## src/rtl/stopwatch_pkg.sv

```systemverilog
// Shared types and constants for the stopwatch run-control block.
// Optional feature macro: STOPWATCH_HR_PAGE_EN (hr:min display page).
package stopwatch_pkg;

  localparam int unsigned BCD_W    = 4;
  localparam int unsigned TIME_W   = 24;
  localparam int unsigned DISP_W   = 4 * BCD_W;
  localparam int unsigned LAP_W    = 4;

  // Display field offsets within the 24-bit BCD time word
  localparam int unsigned MMSS_LSB = 0;
  localparam int unsigned HHMM_LSB = 8;

  typedef enum logic [1:0] {
    StIdle   = 2'd0,
    StRun    = 2'd1,
    StSplit  = 2'd2,
    StPaused = 2'd3
  } sw_state_e;

  // The single button event that acts in a cycle
  typedef enum logic [1:0] {
    EvNone  = 2'd0,
    EvStop  = 2'd1,
    EvStart = 2'd2,
    EvSplit = 2'd3
  } sw_event_e;

  // stop beats start beats split; lower-priority pulses are dropped
  function automatic sw_event_e pick_event(input logic stop, input logic start,
                                           input logic split);
    sw_event_e ev;
    if (stop) begin
      ev = EvStop;
    end else if (start) begin
      ev = EvStart;
    end else if (split) begin
      ev = EvSplit;
    end else begin
      ev = EvNone;
    end
    return ev;
  endfunction

  function automatic logic [LAP_W-1:0] lap_sat_inc(input logic [LAP_W-1:0] cnt,
                                                   input logic [LAP_W-1:0] cnt_max);
    logic [LAP_W-1:0] nxt;
    if (cnt >= cnt_max) begin
      nxt = cnt_max;
    end else begin
      nxt = cnt + 1'b1;
    end
    return nxt;
  endfunction

endpackage

```

## src/rtl/split_latch.sv

```systemverilog
// Lap capture register and saturating lap counter.
// Clear wins over capture; the controller never asserts both together.
module split_latch
  import stopwatch_pkg::*;
#(
  parameter int unsigned LAP_MAX = 9
) (
  input  logic              i_clk,
  input  logic              i_reset,
  input  logic              i_capture,
  input  logic              i_clear,
  input  logic [TIME_W-1:0] i_time,
  output logic [TIME_W-1:0] o_lap_time,
  output logic [LAP_W-1:0]  o_lap_cnt
);

  localparam logic [LAP_W-1:0] LapMax = LAP_W'(LAP_MAX);

  logic [TIME_W-1:0] r_lap_time;
  logic [TIME_W-1:0] w_lap_time_d;
  logic [LAP_W-1:0]  r_lap_cnt;
  logic [LAP_W-1:0]  w_lap_cnt_d;

  // Next-state for the lap word and count
  always_comb begin
    w_lap_time_d = r_lap_time;
    w_lap_cnt_d  = r_lap_cnt;
    if (i_clear) begin
      w_lap_time_d = '0;
      w_lap_cnt_d  = '0;
    end else if (i_capture) begin
      w_lap_time_d = i_time;
      w_lap_cnt_d  = lap_sat_inc(r_lap_cnt, LapMax);
    end
  end

  // Lap storage with synchronous reset
  always_ff @(posedge i_clk) begin
    if (i_reset) begin
      r_lap_time <= '0;
      r_lap_cnt  <= '0;
    end else begin
      r_lap_time <= w_lap_time_d;
      r_lap_cnt  <= w_lap_cnt_d;
    end
  end

  assign o_lap_time = r_lap_time;
  assign o_lap_cnt  = r_lap_cnt;

endmodule

```

## src/rtl/stopwatch_ctrl.sv

```systemverilog
// Stopwatch run-control and display sequencing.
// Turns start/stop/split pulses into the counter enable and clear, keeps the
// lap capture, and picks live or frozen lap time for the display.
// Optional macro STOPWATCH_HR_PAGE_EN adds a page bit selecting hr:min digits.
module stopwatch_ctrl
  import stopwatch_pkg::*;
#(
  parameter int unsigned LAP_MAX = 9  // valid range 1..15
) (
  input  logic              i_clk,
  input  logic              i_reset,
  input  logic              i_start,
  input  logic              i_stop,
  input  logic              i_split,
  input  logic              i_page,
  input  logic              i_tick_1hz,
  input  logic [TIME_W-1:0] i_live_time,
  output logic              o_running,
  output logic              o_clr,
  output logic [DISP_W-1:0] o_disp_value,
  output logic [LAP_W-1:0]  o_lap_cnt,
  output logic              o_blink
);

  sw_state_e         r_state;
  sw_state_e         w_state_d;
  sw_event_e         w_event;
  logic              w_capture;
  logic              w_clear;

  logic              r_running;
  logic              w_running_d;
  logic              r_clr;
  logic              w_clr_d;
  logic              r_blink;
  logic              w_blink_d;
  logic [DISP_W-1:0] r_disp;
  logic [DISP_W-1:0] w_disp_d;
  logic [TIME_W-1:0] w_src;
  logic [TIME_W-1:0] w_lap_time;

  assign w_event = pick_event(i_stop, i_start, i_split);

  split_latch #(
    .LAP_MAX (LAP_MAX)
  ) u_split_latch (
    .i_clk      (i_clk),
    .i_reset    (i_reset),
    .i_capture  (w_capture),
    .i_clear    (w_clear),
    .i_time     (i_live_time),
    .o_lap_time (w_lap_time),
    .o_lap_cnt  (o_lap_cnt)
  );

  // State register
  always_ff @(posedge i_clk) begin
    if (i_reset) begin
      r_state <= StIdle;
    end else begin
      r_state <= w_state_d;
    end
  end

  // Next-state decode plus lap capture/clear strobes
  always_comb begin
    w_state_d = r_state;
    w_capture = 1'b0;
    w_clear   = 1'b0;
    unique case (r_state)
      StIdle: begin
        if (w_event == EvStart) begin
          w_state_d = StRun;
        end
      end
      StRun: begin
        if (w_event == EvStop) begin
          w_state_d = StPaused;
        end else if (w_event == EvSplit) begin
          w_state_d = StSplit;
          w_capture = 1'b1;
        end
      end
      StSplit: begin
        if (w_event == EvStop) begin
          w_state_d = StPaused;
        end else if (w_event == EvSplit) begin
          w_state_d = StRun;
        end
      end
      StPaused: begin
        if (w_event == EvStart) begin
          w_state_d = StRun;
        end else if (w_event == EvSplit) begin
          w_state_d = StIdle;
          w_clear   = 1'b1;
        end
      end
      default: w_state_d = StIdle;
    endcase
  end

  // Output next-values, all keyed off the state being entered
  always_comb begin
    w_running_d = (w_state_d == StRun) || (w_state_d == StSplit);
    w_clr_d     = w_clear;
    w_blink_d   = 1'b0;
    if ((r_state == StPaused) && (w_state_d == StPaused)) begin
      w_blink_d = r_blink ^ i_tick_1hz;
    end
    // On the capture edge the lap register is still stale, so show the
    // digits being captured directly.
    w_src = i_live_time;
    if ((w_state_d == StSplit) && !w_capture) begin
      w_src = w_lap_time;
    end
  end

`ifdef STOPWATCH_HR_PAGE_EN
  logic r_page;
  logic w_page_d;

  assign w_page_d = r_page ^ i_page;

  // Page bit survives clr; only reset returns it to min:sec
  always_ff @(posedge i_clk) begin
    if (i_reset) begin
      r_page <= 1'b0;
    end else begin
      r_page <= w_page_d;
    end
  end

  assign w_disp_d = w_page_d ? w_src[HHMM_LSB +: DISP_W] : w_src[MMSS_LSB +: DISP_W];
`else
  logic w_unused_bits;

  assign w_unused_bits = ^{i_page, w_src[TIME_W-1:DISP_W]};
  assign w_disp_d      = w_src[MMSS_LSB +: DISP_W];
`endif

  // Registered outputs
  always_ff @(posedge i_clk) begin
    if (i_reset) begin
      r_running <= 1'b0;
      r_clr     <= 1'b0;
      r_blink   <= 1'b0;
      r_disp    <= '0;
    end else begin
      r_running <= w_running_d;
      r_clr     <= w_clr_d;
      r_blink   <= w_blink_d;
      r_disp    <= w_disp_d;
    end
  end

  assign o_running    = r_running;
  assign o_clr        = r_clr;
  assign o_blink      = r_blink;
  assign o_disp_value = r_disp;

endmodule
```

## config.mk

```make
export PLATFORM = sky130hd
export DESIGN_NAME = stopwatch_ctrl
export DESIGN_NICKNAME = d
export VERILOG_FILES = /design/src/rtl/stopwatch_pkg.sv /design/src/rtl/split_latch.sv /design/src/rtl/stopwatch_ctrl.sv
export SDC_FILE = /design/constraint.sdc
export NUM_CORES = 1
export LEC_CHECK = 0
export BUFFER_PORTS_ARGS = -buffer_cell sky130_fd_sc_hd__buf_2
export CAP_MARGIN = 40
export CELL_PAD_IN_SITES_DETAIL_PLACEMENT = 1
export CELL_PAD_IN_SITES_GLOBAL_PLACEMENT = 2
export CORE_MARGIN = 10
export CORE_UTILIZATION = 32
export DETAILED_ROUTE_END_ITERATION = 8
export GPL_TIMING_DRIVEN = 0
export PLACE_DENSITY_LB_ADDON = 0.1
export RECOVER_POWER = 25
export SETUP_SLACK_MARGIN = 0.5
export SYNTH_ARGS = -nofsm -noshare
export SYNTH_HDL_FRONTEND = slang
export SYNTH_SLANG_ARGS = --single-unit
```

## constraint.sdc

```tcl
create_clock -name i_clk -period 5.25 [get_ports i_clk]
set_input_delay 1.05 -clock i_clk [delete_from_list [all_inputs] [get_ports i_clk]]
set_output_delay 1.05 -clock i_clk [all_outputs]
set_load 0.02 [all_outputs]
```

==> flow_summary.toml, run 1 <==
[synthesis]
synthesis.nets = 256
async_flop_share = 0
yosys.area.top_type = "dfxtp_1"
synth_commonest_cells = "dfxtp_1, nand2_1, nand3_1"
seq_area_frac_synth = 0.419
synth_top_area_share = 0.419
synth_edf_count = 0
synth_cell_type_count = 38
yosys-top-cells-area = "dfxtp_1, nand3_1, o311ai_0"
synth_compound_area_frac = 0.194
ys.flop_type = "dfxtp_1"
synth_most_common_cell = "dfxtp_1"
synth_top_family_by_area = "simple AND/OR/NAND/NOR gates"
syn_area_um2 = 1960
yosysWarnings = 0
syn_inst = 220
synth.mux.area_fraction = 0
synthSimpleGateAreaFrac = 0.274
synth_adder_area_share = 0.0319
ys_ff_latch = 41
synth-xor-area-share = 0.00447
avgSynthCellArea_um2 = 8.91

[clock_tree]
insertion_delay_ns = 0.29
root_buffer = "clkbuf_8"
ctsHoldBuffers = 0
htreeDepth = 2
clk_path_buf_depth = 2
cts_resized = 0
numCtsBuffers = 5
cts_setup_buffers = 0
cts.sinks = 41
clk_pin_slew_worst_paths_ns = 0.08
cts_tree = "built"

[finish]
nets = 307
num_antenna_cells = 0
fin_area_um2 = 2330
syn2layout_area_growth_pct = 18.8
drive_gt1_frac = 0.195
instances_no_fill = 347

[global_route]
grt_start_max_net_pins = 12
grt_pass1_vias = 2045
antenna_found_initial = 0
overflow = 0
grt_use_total = 0.128
grt_pass1_wl_mm = 10.3

[setup_path]
crit_type = "primary input to flip-flop"
worstPathMaxFanout = 10
crit_path_end_kind = "flip-flop"
crit_slowest_cell = "o311ai_0"
start_kind = "primary input"
startpoint = "i_split"
r2r_start = "r_state[0]"
cp_top_family = "compound AO/OA/AOI/OAI gates"
crit_arrival_ns = 3.33
crit_path_max_incr_delay_ns = 0.48
worstPathRequired_ns = 5.41
critPathBufInv = 3
crit_chain = "buf_2, and3b_1, o311ai_0, and2_1, ha_1, clkbuf_1, clkbuf_1, nand2_1, o311ai_0"

[floorplan]
start_util = 0.331
dieArea_um2 = 9650
rows = 28
die_h_um = 98.3
core_area_um2 = 5920
die_x_um = 98.3
pin_count = 54

[pwr]
leakage_nw = 0.900
p_per_area_nw_per_um2 = 276
ir_drop_v = 0.000121

[placement]
placedCellCount = 339
portBuffers = 44
place_congestion = 0.734
post-place-ws_ns = 1.98
hpwl_mm = 4.50
post_dp_cell_area_um2 = 2270

[timing]
fin_skew_ns = 0.00310
finalCriticalPeriod_ns = 3.17
setup_tns_ns = 0
setup_viol = 0
slew_headroom = 0.591
drv_slew = 0
hold_violations = 0
hold_ws_ns = 0.475
max_freq_mhz = 316
min_period_over_period = 0.604
worst_pin_slew_ns = 0.614
rsz0062_at_grt = "false"
setup_ws_ns = 2.08

[run]
maxCapViolCount = 0

[outcome]
status = "finished clean"

[route]
dr.pass1.iters = 4
vias_per_cell = 5.38
via_count = 1867
postRouteAntennaNets = 0
drtIter0Drc = 76
routedWlPerCell_um = 18.1
drc = 0
drt_wl_total_mm = 6.29

[worst_hold_path]
holdCritStartpoint = "u_split_latch.o_lap_time[8]"
hold_path_class = "flip-flop to flip-flop"
cell families (layout without fill, tap and decap cells):
family / after synthesis / count (layout)
AO/OA/AOI/OAI: 48 / 48
XOR/XNOR: 1 / 1
adder cells (fa/ha/maj): 5 / 5
buffers and inverters: 27 / 79
flip-flops: 41 / 41
AND/OR/NAND/NOR: 98 / 98
flip-flops by register name, summed over array words and instances, names as in the netlist:
signal and flops:
o_disp_value 16, u_split_latch.o_lap_time 16, u_split_latch.o_lap_cnt 4, r_state 2, o_blink 1, o_clr 1, o_running 1
power breakdown:
part           total (mW)  switching, mW  internal (mW)
sequential          0.330        0.00527          0.325
clock               0.202          0.107         0.0947
combinational       0.110         0.0730         0.0367
routing by layer:
layer,track usage,routed length (um),part of all wire
met1,0.154,2940,0.47
met2,0.215,2890,0.46
met3,0.0331,336,0.053
met4,0.0463,122,0.019
met5,0,0,0
cells in the final DEF (no fill, tap or decap), types with 6 or more instances in the layout:
cell and count:
dfxtp_1 41, o311ai_0 16, buf_2 37, a31oi_1 16
clkbuf_1 25, nor3b_1 17, nand2_1 32, inv_1 6
nand3_1 28
path summary, 6_finish.rpt:
path	end	slack [ns]	depth (start not counted)
max reg2reg	o_disp_value[0]	2.47	8
min reg2reg	u_split_latch.o_lap_time[8]	0.48	2
min	u_split_latch.o_lap_time[8]	0.48	2
max	o_disp_value[0]	2.08	9
tightest hold or removal path, stage by stage (launching register included):
cell and delay [ns]:
dfxtp_1 0.33, nand3_1 0.07, nand2_1 0.04
stage by stage:
stage	power, mW	util
floorplan	0.406	-
global placement	0.450	0.384
detailed placement	0.451	0.384
CTS	0.656	0.398
global route	0.674	0.393
finish	0.642	0.393
cell type report:
cell class	instances	area (um^2)
clock buffer	8	80.1
sequential	41	821
tap	75	93.8
timing repair buffer	44	203
multi-input combinational	152	981
fill	752	3590
inverter	6	22.5
buffer	21	128
Note: power is estimated with default switching activity, not from simulation.
==> inputs of run 2 (changes only) <==
ABC_AREA = 1   (was unset)
CORE_UTILIZATION = 28   (was 32)
clock period = 3.2 ns   (was 5.25 ns; I/O delays follow)
==> run 2 against run 1 <==
Effect of this change: global-route usage down 2.2 points; clock power up 120%; core utilization down 4.2 points; synthesized area down 4.7%; count of clock-buffer cells in the layout down 1; hold slack worse by 0.012 ns; combinational power up 87%; final area down 3.1%; sequential share of layout area up 1.1 points; sequential cell count unchanged; final cell count up 10%; clock skew up 0.011 ns; critical endpoint is now o_disp_value[9]; largest power group unchanged.
==> flow_summary.toml, run 2 <==
[floorplan]
core_area_um2 = 6420
die_h_um = 102
pin_count = 54
dieArea_um2 = 10300
die_x_um = 102
start_util = 0.291
rows = 29

[global_route]
grt_pass1_vias = 1816
antenna_found_initial = 0
overflow = 0
grt_pass1_wl_mm = 8.77
grt_start_max_net_pins = 13
grt_use_total = 0.106

[setup_path]
worstPathMaxFanout = 10
start_kind = "primary input"
ff2ff_setup_slack_ns = 1.14
crit_path_end_kind = "flip-flop"
crit_type = "primary input to flip-flop"
crit_arrival_ns = 2.40
worstPathRequired_ns = 3.39

[timing]
hold_ws_ns = 0.464
finalCriticalPeriod_ns = 2.21
min_period_over_period = 0.690
worst_pin_slew_ns = 0.875
hold_violations = 0
drv_slew = 0
max_freq_mhz = 453
setup_tns_ns = 0
rsz0062_at_grt = "false"
slew_headroom = 0.415
setup_viol = 0
fin_skew_ns = 0.0144

[synthesis]
syn_inst = 254
seq_area_frac_synth = 0.439
synth_commonest_cells = "nand2_1, dfxtp_1, nor2_1"
synth_cell_type_count = 24
yosysWarnings = 0
avgSynthCellArea_um2 = 7.35
syn_area_um2 = 1870
synthesis.nets = 290
yosys.area.top_type = "dfxtp_1"
ys.flop_type = "dfxtp_1"
ys_ff_latch = 41
synth_edf_count = 0
synth_top_area_share = 0.439
synth_most_common_cell = "nand2_1"
yosys-top-cells-area = "dfxtp_1, nand2_1, a21oi_1"
async_flop_share = 0

[finish]
final_core_util = 0.351
drive_gt1_frac = 0.209
nets = 341
n_fill_cell = 841
instances_no_fill = 383
num_antenna_cells = 0
final_common_cell = "nand2_1"
final_cell_mix = "nand2_1, dfxtp_1, buf_2, nor2_1, inv_1"
syn2layout_area_growth_pct = 20.8

[route]
drtIter0Drc = 75
vias_per_cell = 4.43
routedWlPerCell_um = 13.6
dr.pass1.iters = 4
drc = 0
postRouteAntennaNets = 0
via_count = 1695
drt_wl_total_mm = 5.20

[pwr]
p_per_area_nw_per_um2 = 530
finalPower_mw = 1.20
leakage_nw = 0.965
ir_drop_v = 0.000164

[worst_hold_path]
hold_path_class = "flip-flop to flip-flop"

[clock_tree]
clk_path_buf_depth = 2
insertion_delay_ns = 0.30
root_buffer = "clkbuf_8"
cts_resized = 0
htreeDepth = 2
numCtsBuffers = 5
cts_setup_buffers = 0
cts_tree = "built"
ctsHoldBuffers = 0
clk_pin_slew_worst_paths_ns = 0.08
cts.sinks = 41

[placement]
place_congestion = 0.709
portBuffers = 44
hpwl_mm = 3.85
placedCellCount = 375

[outcome]
status = "finished clean"

[run]
maxCapViolCount = 0
-- run 2: final timing paths --
kind,startpoint,end,cells past startpoint
min,u_split_latch.o_lap_time[14],u_split_latch.o_lap_time[14],2
min reg2reg,u_split_latch.o_lap_time[14],u_split_latch.o_lap_time[14],2
max,i_stop,o_disp_value[9],11
max reg2reg,r_state[1],o_disp_value[9],11
-- run 2: critical path: stages --
cell,delay [ns]
buf_2,0.10
inv_1,0.13
nand3_1,0.23
nor2_1,0.15
nor2_1,0.05
nand2_1,0.11
ha_1,0.25
buf_1,0.45
nand3_1,0.14
nand2_1,0.10
nor2_1,0.05
-- run 2: layout make-up --
class                   count  area [um^2]  area share
clock buffers               7         86.3      0.0382
well taps                  77         96.3      0.0427
clock inverters             1         30.0      0.0133
flip-flops and latches     41          821       0.364
multi-input cells         170          830       0.368
inverters                  32          123      0.0543
plain buffers              11         66.3      0.0294
repair buffers             44          205      0.0909
-- run 2: cells by family after synthesis --
family	synth area share
AO/OA/AOI/OAI	0.112
XOR/XNOR	0.00469
adder cells (fa/ha/maj)	0.0335
buffers and inverters	0.101
flip-flops	0.439
AND/OR/NAND/NOR	0.309
-- run 2: where the power goes --
group          internal (mW)  switching, mW
combinational         0.0688          0.137
clock                  0.255          0.183
sequential             0.541         0.0117
total                  0.865          0.332
-- run 2: per-layer routing --
metal  up-vias  GRT usage  wire length [um]
li1        886          -                 -
met1       772      0.127              2450
met2        32      0.175              2360
met3         5     0.0313               333
met4         0     0.0429                61
met5         -          0                 0
-- run 2: through the flow --
stage	area (um^2)	worst slack (ns)
2_1_floorplan	1870	1.33
3_3_place_gp	2180	0.789
3_5_place_dp	2180	0.797
4_1_cts	2300	1.11
5_1_grt	2260	0.736
6_report	2260	0.992
==> inputs of run 3 (changes only) <==
clock period = 2.1 ns   (was 3.2 ns; I/O delays follow)
==> run 3 against run 2 <==
Effect of this change: final area rose by 3.5%; first-iteration DRC count decreased by 36%; hold slack lost 0.11 ns; core utilization increased by 1.2 points; sequential cell count unchanged; clock power grew 44%; non-clock buffer count up 2; largest cell class unchanged.
==> flow_summary.toml, run 3 (synthesis gave the netlist of run 2 again) <==
[route]
drc = 0
dr.pass1.iters = 6
vias_per_cell = 4.47
routedWlPerCell_um = 13.9
via_count = 1715
drt_wl_total_mm = 5.35
drtIter0Drc = 48
postRouteAntennaNets = 0

[timing]
rsz0062_at_grt = "false"
worst_pin_slew_ns = 0.509
drv_slew = 0
setup_ws_ns = 0.425
hold_ws_ns = 0.358
slew_headroom = 0.661
finalCriticalPeriod_ns = 1.67
setup_viol = 0
min_period_over_period = 0.797
setup_tns_ns = 0
max_freq_mhz = 597
hold_violations = 0
fin_skew_ns = 0.00713

[clock_tree]
htreeDepth = 2
numCtsBuffers = 5
cts_tree = "built"
root_buffer = "clkbuf_8"
clk_pin_slew_worst_paths_ns = 0.09
insertion_delay_ns = 0.30
clk_path_buf_depth = 2
cts.sinks = 41
ctsHoldBuffers = 0

[setup_path]
crit_arrival_ns = 1.86
worstPathMaxFanout = 10
worstPathRequired_ns = 2.29
crit_path_end_kind = "flip-flop"
cp_common_cell = "nand2_1"
crit_type = "primary input to flip-flop"
crit_slowest_cell = "nand3_1"
start_kind = "primary input"
crit_chain = "buf_2, inv_2, nand3_1, nand2_1, nand2_1, inv_1, nand2_2, ha_4, clkbuf_8, a21oi_1, nor2_1"
ff2ff_setup_slack_ns = 0.58
crit_path_max_incr_delay_ns = 0.29

[global_route]
grt_pass1_wl_mm = 8.65
grt.busiest_layer = "met2"
grt_use_total = 0.105
met1_usage = 0.127
grt_pass1_vias = 1763
use_met3 = 0.0361
overflow = 0
grt_start_max_net_pins = 13
antenna_found_initial = 0
grt_use_met2 = 0.174

[placement]
placedCellCount = 375
portBuffers = 44
post_dp_cell_area_um2 = 2190
hpwl_mm = 3.88
place_congestion = 0.730
post-place-ws_ns = 0.117

[pwr]
p_per_area_nw_per_um2 = 783
leakage_nw = 1.01
ir_drop_v = 0.000329
finalPower_mw = 1.83

[finish]
nets = 343
final_cell_mix = "nand2_1, dfxtp_1, buf_2, inv_1, nor2_1"
register_area_um2 = 826
final_core_util = 0.364
fin_area_um2 = 2340
n_fill_cell = 830
drive_gt1_frac = 0.254
num_antenna_cells = 0
syn2layout_area_growth_pct = 25.1
instances_no_fill = 384
multi_input_area_um2 = 872
final_common_cell = "nand2_1"

[floorplan]
pin_count = 54
rows = 29
dieArea_um2 = 10300
start_util = 0.291
core_area_um2 = 6420
die_x_um = 102
die_h_um = 102

[outcome]
status = "finished clean"

[run]
maxCapViolCount = 0

[worst_hold_path]
hold_path_class = "primary input to flip-flop"
-- run 3: power breakdown --
| part | internal (mW) | switching, mW | total [mW] |
|---|---|---|---|
| Sequential | 0.825 | 0.0170 | 0.842 |
| Clock | 0.346 | 0.284 | 0.630 |
| Combinational | 0.131 | 0.227 | 0.358 |
-- run 3: what timing repair did --
item	in CTS	in global routing
setup endpoints to repair	16	16
buffers inserted	0	2
gates resized for setup	11	6
pin swaps	0	1
-- run 3: cell type report --
| type | instances | share of cell area |
|---|---|---|
| buffer | 11 | 0.0418 |
| tap | 77 | 0.0412 |
| clock buffer | 5 | 0.0294 |
| multi-input combinational | 170 | 0.373 |
| clock inverter | 2 | 0.0150 |
| timing repair buffer | 46 | 0.0937 |
| inverter | 32 | 0.0525 |
| sequential | 41 | 0.353 |
-- run 3: path summary, 6_finish.rpt --
check | start | end | cells after the start
hold / removal | i_live_time[2] | o_disp_value[2] | 3
setup / recovery | i_stop | o_disp_value[6] | 11
hold reg to reg | u_split_latch.o_lap_time[14] | u_split_latch.o_lap_time[14] | 2
setup reg to reg | r_state[0] | o_disp_value[6] | 9
-- run 3: critical path: cells and delay by family --
kind | cells | cell delay [ns]
and+or+nand+nor | 5 | 0.64
buffers and inverters | 4 | 0.45
adders and majority gates | 1 | 0.19
AOI/OAI and AO/OA | 1 | 0.17
-- run 3: metal layers --
| layer | wire length (um) | vias to the layer above |
|---|---|---|
| li1 | - | 894 |
| met1 | 2500 | 776 |
| met2 | 2460 | 39 |
| met3 | 344 | 6 |
| met4 | 51 | 0 |
| met5 | 0 | - |
